File: config.mk
export PLATFORM = sky130hd
export DESIGN_NAME = vga_timing_gen
export DESIGN_NICKNAME = d
export VERILOG_FILES = /design/src/rtl/vga_pkg.sv /design/src/rtl/vga_timing_gen_sync_delay.sv /design/src/rtl/vga_timing_gen.sv
export SDC_FILE = /design/constraint.sdc
export NUM_CORES = 1
export LEC_CHECK = 0
export BUFFER_PORTS_ARGS = -buffer_cell sky130_fd_sc_hd__buf_4
export CAP_MARGIN = 20
export CORE_ASPECT_RATIO = 1.4
export CORE_MARGIN = 2
export CORE_UTILIZATION = 38
export DETAILED_ROUTE_END_ITERATION = 16
export SYNTH_ARGS = -nofsm -noshare
export SYNTH_HDL_FRONTEND = slang
export SYNTH_SLANG_ARGS = --single-unit
File: constraint.sdc
create_clock -name clk -period 1.85 [get_ports clk]
set_input_delay 0.0925 -clock clk [delete_from_list [all_inputs] [get_ports clk]]
set_output_delay 0.0925 -clock clk [all_outputs]
set_load 0.02 [all_outputs]
File: src/rtl/vga_pkg.sv
// Shared VGA timing defaults, RGB332 pixel type and colour expansion helper.
package vga_pkg;

  localparam int unsigned H_ACTIVE_DEF = 640;
  localparam int unsigned H_FP_DEF     = 16;
  localparam int unsigned H_SYNC_DEF   = 96;
  localparam int unsigned H_BP_DEF     = 48;
  localparam int unsigned V_ACTIVE_DEF = 480;
  localparam int unsigned V_FP_DEF     = 10;
  localparam int unsigned V_SYNC_DEF   = 2;
  localparam int unsigned V_BP_DEF     = 33;

  localparam int unsigned COORD_W = 11;

  // Delay-line word is {hsync_n, vsync_n, active}; idle means syncs high, blanked.
  localparam logic [2:0] SYNC_IDLE = 3'b110;

  typedef struct packed {
    logic [2:0] r;
    logic [2:0] g;
    logic [1:0] b;
  } rgb332_t;

  typedef struct packed {
    logic [7:0] r;
    logic [7:0] g;
    logic [7:0] b;
  } rgb888_t;

  function automatic rgb888_t expand_rgb332(input rgb332_t c);
    rgb888_t o;
    o.r = {c.r, c.r, c.r[2:1]};
    o.g = {c.g, c.g, c.g[2:1]};
    o.b = {c.b, c.b, c.b, c.b};
    return o;
  endfunction

endpackage

File: src/rtl/vga_timing_gen_sync_delay.sv
// Tick-enabled shift register carrying hsync/vsync/active down the pixel pipeline.
module vga_sync_delay import vga_pkg::*; #(
  parameter int unsigned DEPTH = 2
) (
  input  logic       i_clk,
  input  logic       i_reset,
  input  logic       i_tick,
  input  logic [2:0] i_sync,
  output logic [2:0] o_sync
);

  logic [2:0] r_stage [DEPTH];

  always_ff @(posedge i_clk) begin
    if (i_reset) begin
      for (int i = 0; i < int'(DEPTH); i++) r_stage[i] <= SYNC_IDLE;
    end else if (i_tick) begin
      r_stage[0] <= i_sync;
      for (int i = 1; i < int'(DEPTH); i++) r_stage[i] <= r_stage[i-1];
    end
  end

  assign o_sync = r_stage[DEPTH-1];

endmodule

File: src/rtl/vga_timing_gen.sv
// VGA raster timing: 25 MHz pixel strobe from a 50 MHz clock, counters, sync and
// blank aligned to a draw pipeline of PIPE_DELAY ticks, RGB332 to 24-bit output.
module vga_timing_gen import vga_pkg::*; #(
  parameter int unsigned H_ACTIVE   = H_ACTIVE_DEF,
  parameter int unsigned H_FP       = H_FP_DEF,
  parameter int unsigned H_SYNC     = H_SYNC_DEF,
  parameter int unsigned H_BP       = H_BP_DEF,
  parameter int unsigned V_ACTIVE   = V_ACTIVE_DEF,
  parameter int unsigned V_FP       = V_FP_DEF,
  parameter int unsigned V_SYNC     = V_SYNC_DEF,
  parameter int unsigned V_BP       = V_BP_DEF,
  parameter int unsigned PIPE_DELAY = 1
) (
  input  logic               clk,
  input  logic               reset,
  input  logic [7:0]         RGB_in,
  output logic [COORD_W-1:0] pixelX,
  output logic [COORD_W-1:0] pixelY,
  output logic               pixelTick,
  output logic               startOfFrame,
  output logic               hsyncN,
  output logic               vsyncN,
  output logic               blankN,
  output logic [7:0]         vga_R,
  output logic [7:0]         vga_G,
  output logic [7:0]         vga_B,
  output logic [15:0]        frameCount
);

  localparam logic [COORD_W-1:0] H_LAST     = COORD_W'(H_ACTIVE + H_FP + H_SYNC + H_BP - 1);
  localparam logic [COORD_W-1:0] V_LAST     = COORD_W'(V_ACTIVE + V_FP + V_SYNC + V_BP - 1);
  localparam logic [COORD_W-1:0] H_VIS      = COORD_W'(H_ACTIVE);
  localparam logic [COORD_W-1:0] V_VIS      = COORD_W'(V_ACTIVE);
  localparam logic [COORD_W-1:0] H_SYNC_BEG = COORD_W'(H_ACTIVE + H_FP);
  localparam logic [COORD_W-1:0] H_SYNC_END = COORD_W'(H_ACTIVE + H_FP + H_SYNC - 1);
  localparam logic [COORD_W-1:0] V_SYNC_BEG = COORD_W'(V_ACTIVE + V_FP);
  localparam logic [COORD_W-1:0] V_SYNC_END = COORD_W'(V_ACTIVE + V_FP + V_SYNC - 1);

  logic               r_tick;
  logic               r_sof;
  logic [COORD_W-1:0] r_x;
  logic [COORD_W-1:0] r_y;
  logic [15:0]        r_frame_cnt;
  rgb332_t            r_rgb;

  logic       w_end_line;
  logic       w_end_frame;
  logic       w_hsync_n;
  logic       w_vsync_n;
  logic       w_active;
  logic [2:0] w_sync_dly;
  rgb888_t    w_rgb888;

  assign w_end_line  = (r_x == H_LAST);
  assign w_end_frame = w_end_line && (r_y == V_LAST);

  always_ff @(posedge clk) begin
    if (reset) begin
      r_tick      <= 1'b0;
      r_sof       <= 1'b0;
      r_x         <= '0;
      r_y         <= '0;
      r_frame_cnt <= '0;
      r_rgb       <= '0;
    end else begin
      r_tick <= ~r_tick;
      r_sof  <= r_tick && w_end_frame;
      if (r_tick) begin
        r_rgb <= rgb332_t'(RGB_in);
        if (w_end_line) begin
          r_x <= '0;
          r_y <= (r_y == V_LAST) ? '0 : r_y + COORD_W'(1);
        end else begin
          r_x <= r_x + COORD_W'(1);
        end
        if (w_end_frame) r_frame_cnt <= r_frame_cnt + 16'd1;
      end
    end
  end

  assign w_hsync_n = !((r_x >= H_SYNC_BEG) && (r_x <= H_SYNC_END));
  assign w_vsync_n = !((r_y >= V_SYNC_BEG) && (r_y <= V_SYNC_END));
  assign w_active  = (r_x < H_VIS) && (r_y < V_VIS);

  // One extra stage beyond the draw latency matches the registered RGB capture.
  vga_sync_delay #(
    .DEPTH (PIPE_DELAY + 1)
  ) u_sync_delay (
    .i_clk   (clk),
    .i_reset (reset),
    .i_tick  (r_tick),
    .i_sync  ({w_hsync_n, w_vsync_n, w_active}),
    .o_sync  (w_sync_dly)
  );

  assign hsyncN = w_sync_dly[2];
  assign vsyncN = w_sync_dly[1];
  assign blankN = w_sync_dly[0];

  assign w_rgb888 = expand_rgb332(r_rgb);
  assign vga_R    = blankN ? w_rgb888.r : 8'h00;
  assign vga_G    = blankN ? w_rgb888.g : 8'h00;
  assign vga_B    = blankN ? w_rgb888.b : 8'h00;

  assign pixelX       = r_x;
  assign pixelY       = r_y;
  assign pixelTick    = r_tick;
  assign startOfFrame = r_sof;
  assign frameCount   = r_frame_cnt;

endmodule

==> results.txt <==
most common cell in the netlist: dfxtp_1
Synth top cells by count: 48 x dfxtp_1, 31 x a21oi_1, 18 x nand3_1
min-delay src: RGB_in[6]
Net Count, Synth: 327
placer congestion estimate: 0.830
Worst Skew: 0.0103 ns
DR vias: 2644
hold path cells: 3
global-route wire length before repair: 10900 µm
Clk Latency, worst-skew pair: 0.31 ns
I/O pin cnt: 77
number of flops mapped to enable cells by yosys: 6
fin crit share: 97.1%
Hold Violations, Final: 0
largest net degree at the start of global routing: 39
Post-Syn Area per Cell: 9.10 µm²
WS Path Type: register to register
vias in the first global route: 2354
top-area cell type share of the netlist area: 34.0%
Global Route Usage Sum: 16.3%
IO Port Bufs: 76
CP Capture Type: register
final worst slack: 0.0531 ns
number of CTS-inserted buffers: 5
Synth Instances: 311
Worst Path Arrival: 2.04 ns
reg-to-reg slack, setup: 0.05 ns
Adder-Cell Fraction of Synth Area: 2.65%
Rows: 37
CTS H-Tree Depth: 2
worst-path maximum fanout: 5
Synth Register Bits: 54
RSZ-0062 raised after global routing: true
Fill cells: 688
CTS root buffer: clkbuf_8
pre-CTS setup slack: 0.0409 ns
status: finished, final reports clean
min cycle time layout: 1.80 ns
Crit path required time: 2.09 ns
Avg WL per Cell: 14.5 µm
footprint of the multi-input gates: 1440 µm²
ys flop type: dfxtp_1
post-route setup TNS: 0 ns
ys async rst share: 0%
Warnings, synthesis: 0
Worst R2R Path Depth: 7
Initial Util: 38.9%
Post-Synth Simple-Gate Area: 29.3%
1st-pass router iterations: 4
remaining antenna violation count: 0
Critical R2R Capture: pixelY[8]$_SDFFE_PP0P_
mux contribution to synthesized area: 3.23%
top cell type by total area after synthesis: dfxtp_1
Synth Area in XOR/XNOR: 2.48%
fin cells: 502
CTS Buffer Depth: 2
DP Wirelength: 4950 µm
final setup fails: 0
initial DRC count: 103
Fmax: 557 MHz
Hold Path End: r_rgb[6]$_SDFFE_PP0P_
fin nets: 420
measured slew at the worst slew-check pin: 0.342 ns
DP Cell Count: 481
Static Leak: 1.52 nW
vias per cell: 5.27
Post-DP Area: 3520 µm²
post-synthesis sequential area ratio: 40.3%
grt ovf: 0
register area: 1140 µm²
CTS tree: yes
CTS clock-pin slew for the worst setup and hold paths: 0.11 ns
Post-Syn Area: 2830 µm²
die height: 106 µm
maximum vdd drop: 0.439 mV
top post-synthesis cells by area: dfxtp_1 34%, edfxtp_1 6.4%, a21oi_1 5.5%
Slew HR: 77.0%
post-synthesis compound-gate area fraction: 11.9%
Residual DRC: 0
design area: 3790 µm²
width of the die: 76.9 µm
Ant. Diodes: 0
synth unique cells: 46
core area: 7270 µm²
Clock Sinks: 54
startpoint types: register
Area Overhead vs Synth: 34.0%
final slew viol count: 0
largest family of logic cells by synthesized area: simple AND/OR/NAND/NOR gates
Max-Cap Viols: 0
Pwr Density: 542 nW/µm²
layout cell share with drive strength beyond 1: 35.3%
initial antenna violation count: 0
Hold Path Class: input port to register
drt total wl: 7280 µm
die area: 8160 µm²
worst r2r src: pixelX[0]$_SDFFE_PP0P_
==> placed cells by master, fill, tap and decap left out, drive strengths merged <==
master and n:
or4 14, a21oi 31, o21ai 12, a21o 1, clkinv 1, nor2b 2, inv 9, or3 10
and2 15, o21bai 1, nor2 15, mux2i 8, xor2 2, and4 4, clkbuf 8, nor4bb 1
nand4b 1, and3 4, nor3b 1, nor4b 1, nand4 15, and4bb 2, mux2 1, nand3 18
clkinvlp 1, nand2 12, dfxtp 48, buf 117, nand2b 4, edfxtp 6, o31ai 14, nor4 4
xnor2 6, ha 6, nor3 10
==> worst max-delay path: stages, from the launching register on <==
cell and delay (ns):
dfxtp_2 0.34, ha_2 0.19, and2_4 0.15, nand4_1 0.09
buf_4 0.18, clkbuf_16 0.15, or4_1 0.49, a21oi_1 0.15
==> per-layer routing <==
layer	global-route usage [%]	share of wire (%)	vias up
li1	-	-	1306
met1	18.7	42	1253
met2	29.8	52	77
met3	2.97	5.0	8
met4	6.49	1.5	0
met5	0	0	-
==> cell families after synthesis <==
family                     Yosys count
AOI/OAI and AO/OA                   59
xor gates and xnor gates             8
adders and majority gates            6
buffers and inverters               43
DFF                                 54
muxes                                9
and+or+nand+nor                    132
==> worst max path at each step <==
stage	slack [ns]	cells after the start	end	from
6_report	0.05	7	pixelY[8]$_SDFFE_PP0P_	pixelX[0]$_SDFFE_PP0P_
2_1_floorplan	0.01	7	frameCount[10]$_SDFFE_PP0P_	pixelY[0]$_SDFFE_PP0P_
3_3_place_gp	0.10	6	frameCount[13]$_SDFFE_PP0P_	pixelY[0]$_SDFFE_PP0P_
3_5_place_dp	0.04	6	frameCount[9]$_SDFFE_PP0P_	pixelY[0]$_SDFFE_PP0P_
5_1_grt	-0.03	7	frameCount[15]$_SDFFE_PP0P_	pixelX[0]$_SDFFE_PP0P_
4_1_cts	0.01	6	frameCount[15]$_SDFFE_PP0P_	pixelY[0]$_SDFFE_PP0P_
==> stage by stage <==
step                      hold WS [ns]  power [mW]  utilization, %
after floorplan                  0.239        1.34               -
after global placement           0.332        1.39            48.4
after detailed placement         0.340        1.39            48.4
after CTS                      0.00683        2.08            49.7
after global routing            0.0299        2.13            52.1
final                           0.0121        2.05            52.1
==> power breakdown <==
part,switching [mW],total [mW],internal (mW)
Clock,0.417,0.691,0.274
Combinational,0.0863,0.152,0.0655
Sequential,0.00982,1.21,1.20
Total,0.513,2.05,1.54
==> cell type report <==
type / count / share of cell area [%]
multi-input combinational: 215 / 37.9
sequential: 54 / 30.2
timing repair buffer: 120 / 25.5
tap: 97 / 3.20
clock buffer: 5 / 1.82
inverter: 8 / 0.792
clock inverter: 3 / 0.660
==> repair_timing <==
action / CTS / global route
hold buffers: 0 / 0
resized for setup: 0 / 4
endpoints found under the setup margin: 0 / 13
buffers inserted: 0 / 9
==> registers in the layout (all words and copies together), names as in the netlist <==
| register | cells |
|---|---|
| frameCount | 16 |
| pixelTick | 1 |
| pixelX | 11 |
| pixelY | 11 |
| r_rgb | 8 |
| startOfFrame | 1 |
| u_sync_delay.r_stage | 6 |
(Power assumes the default switching activity.)
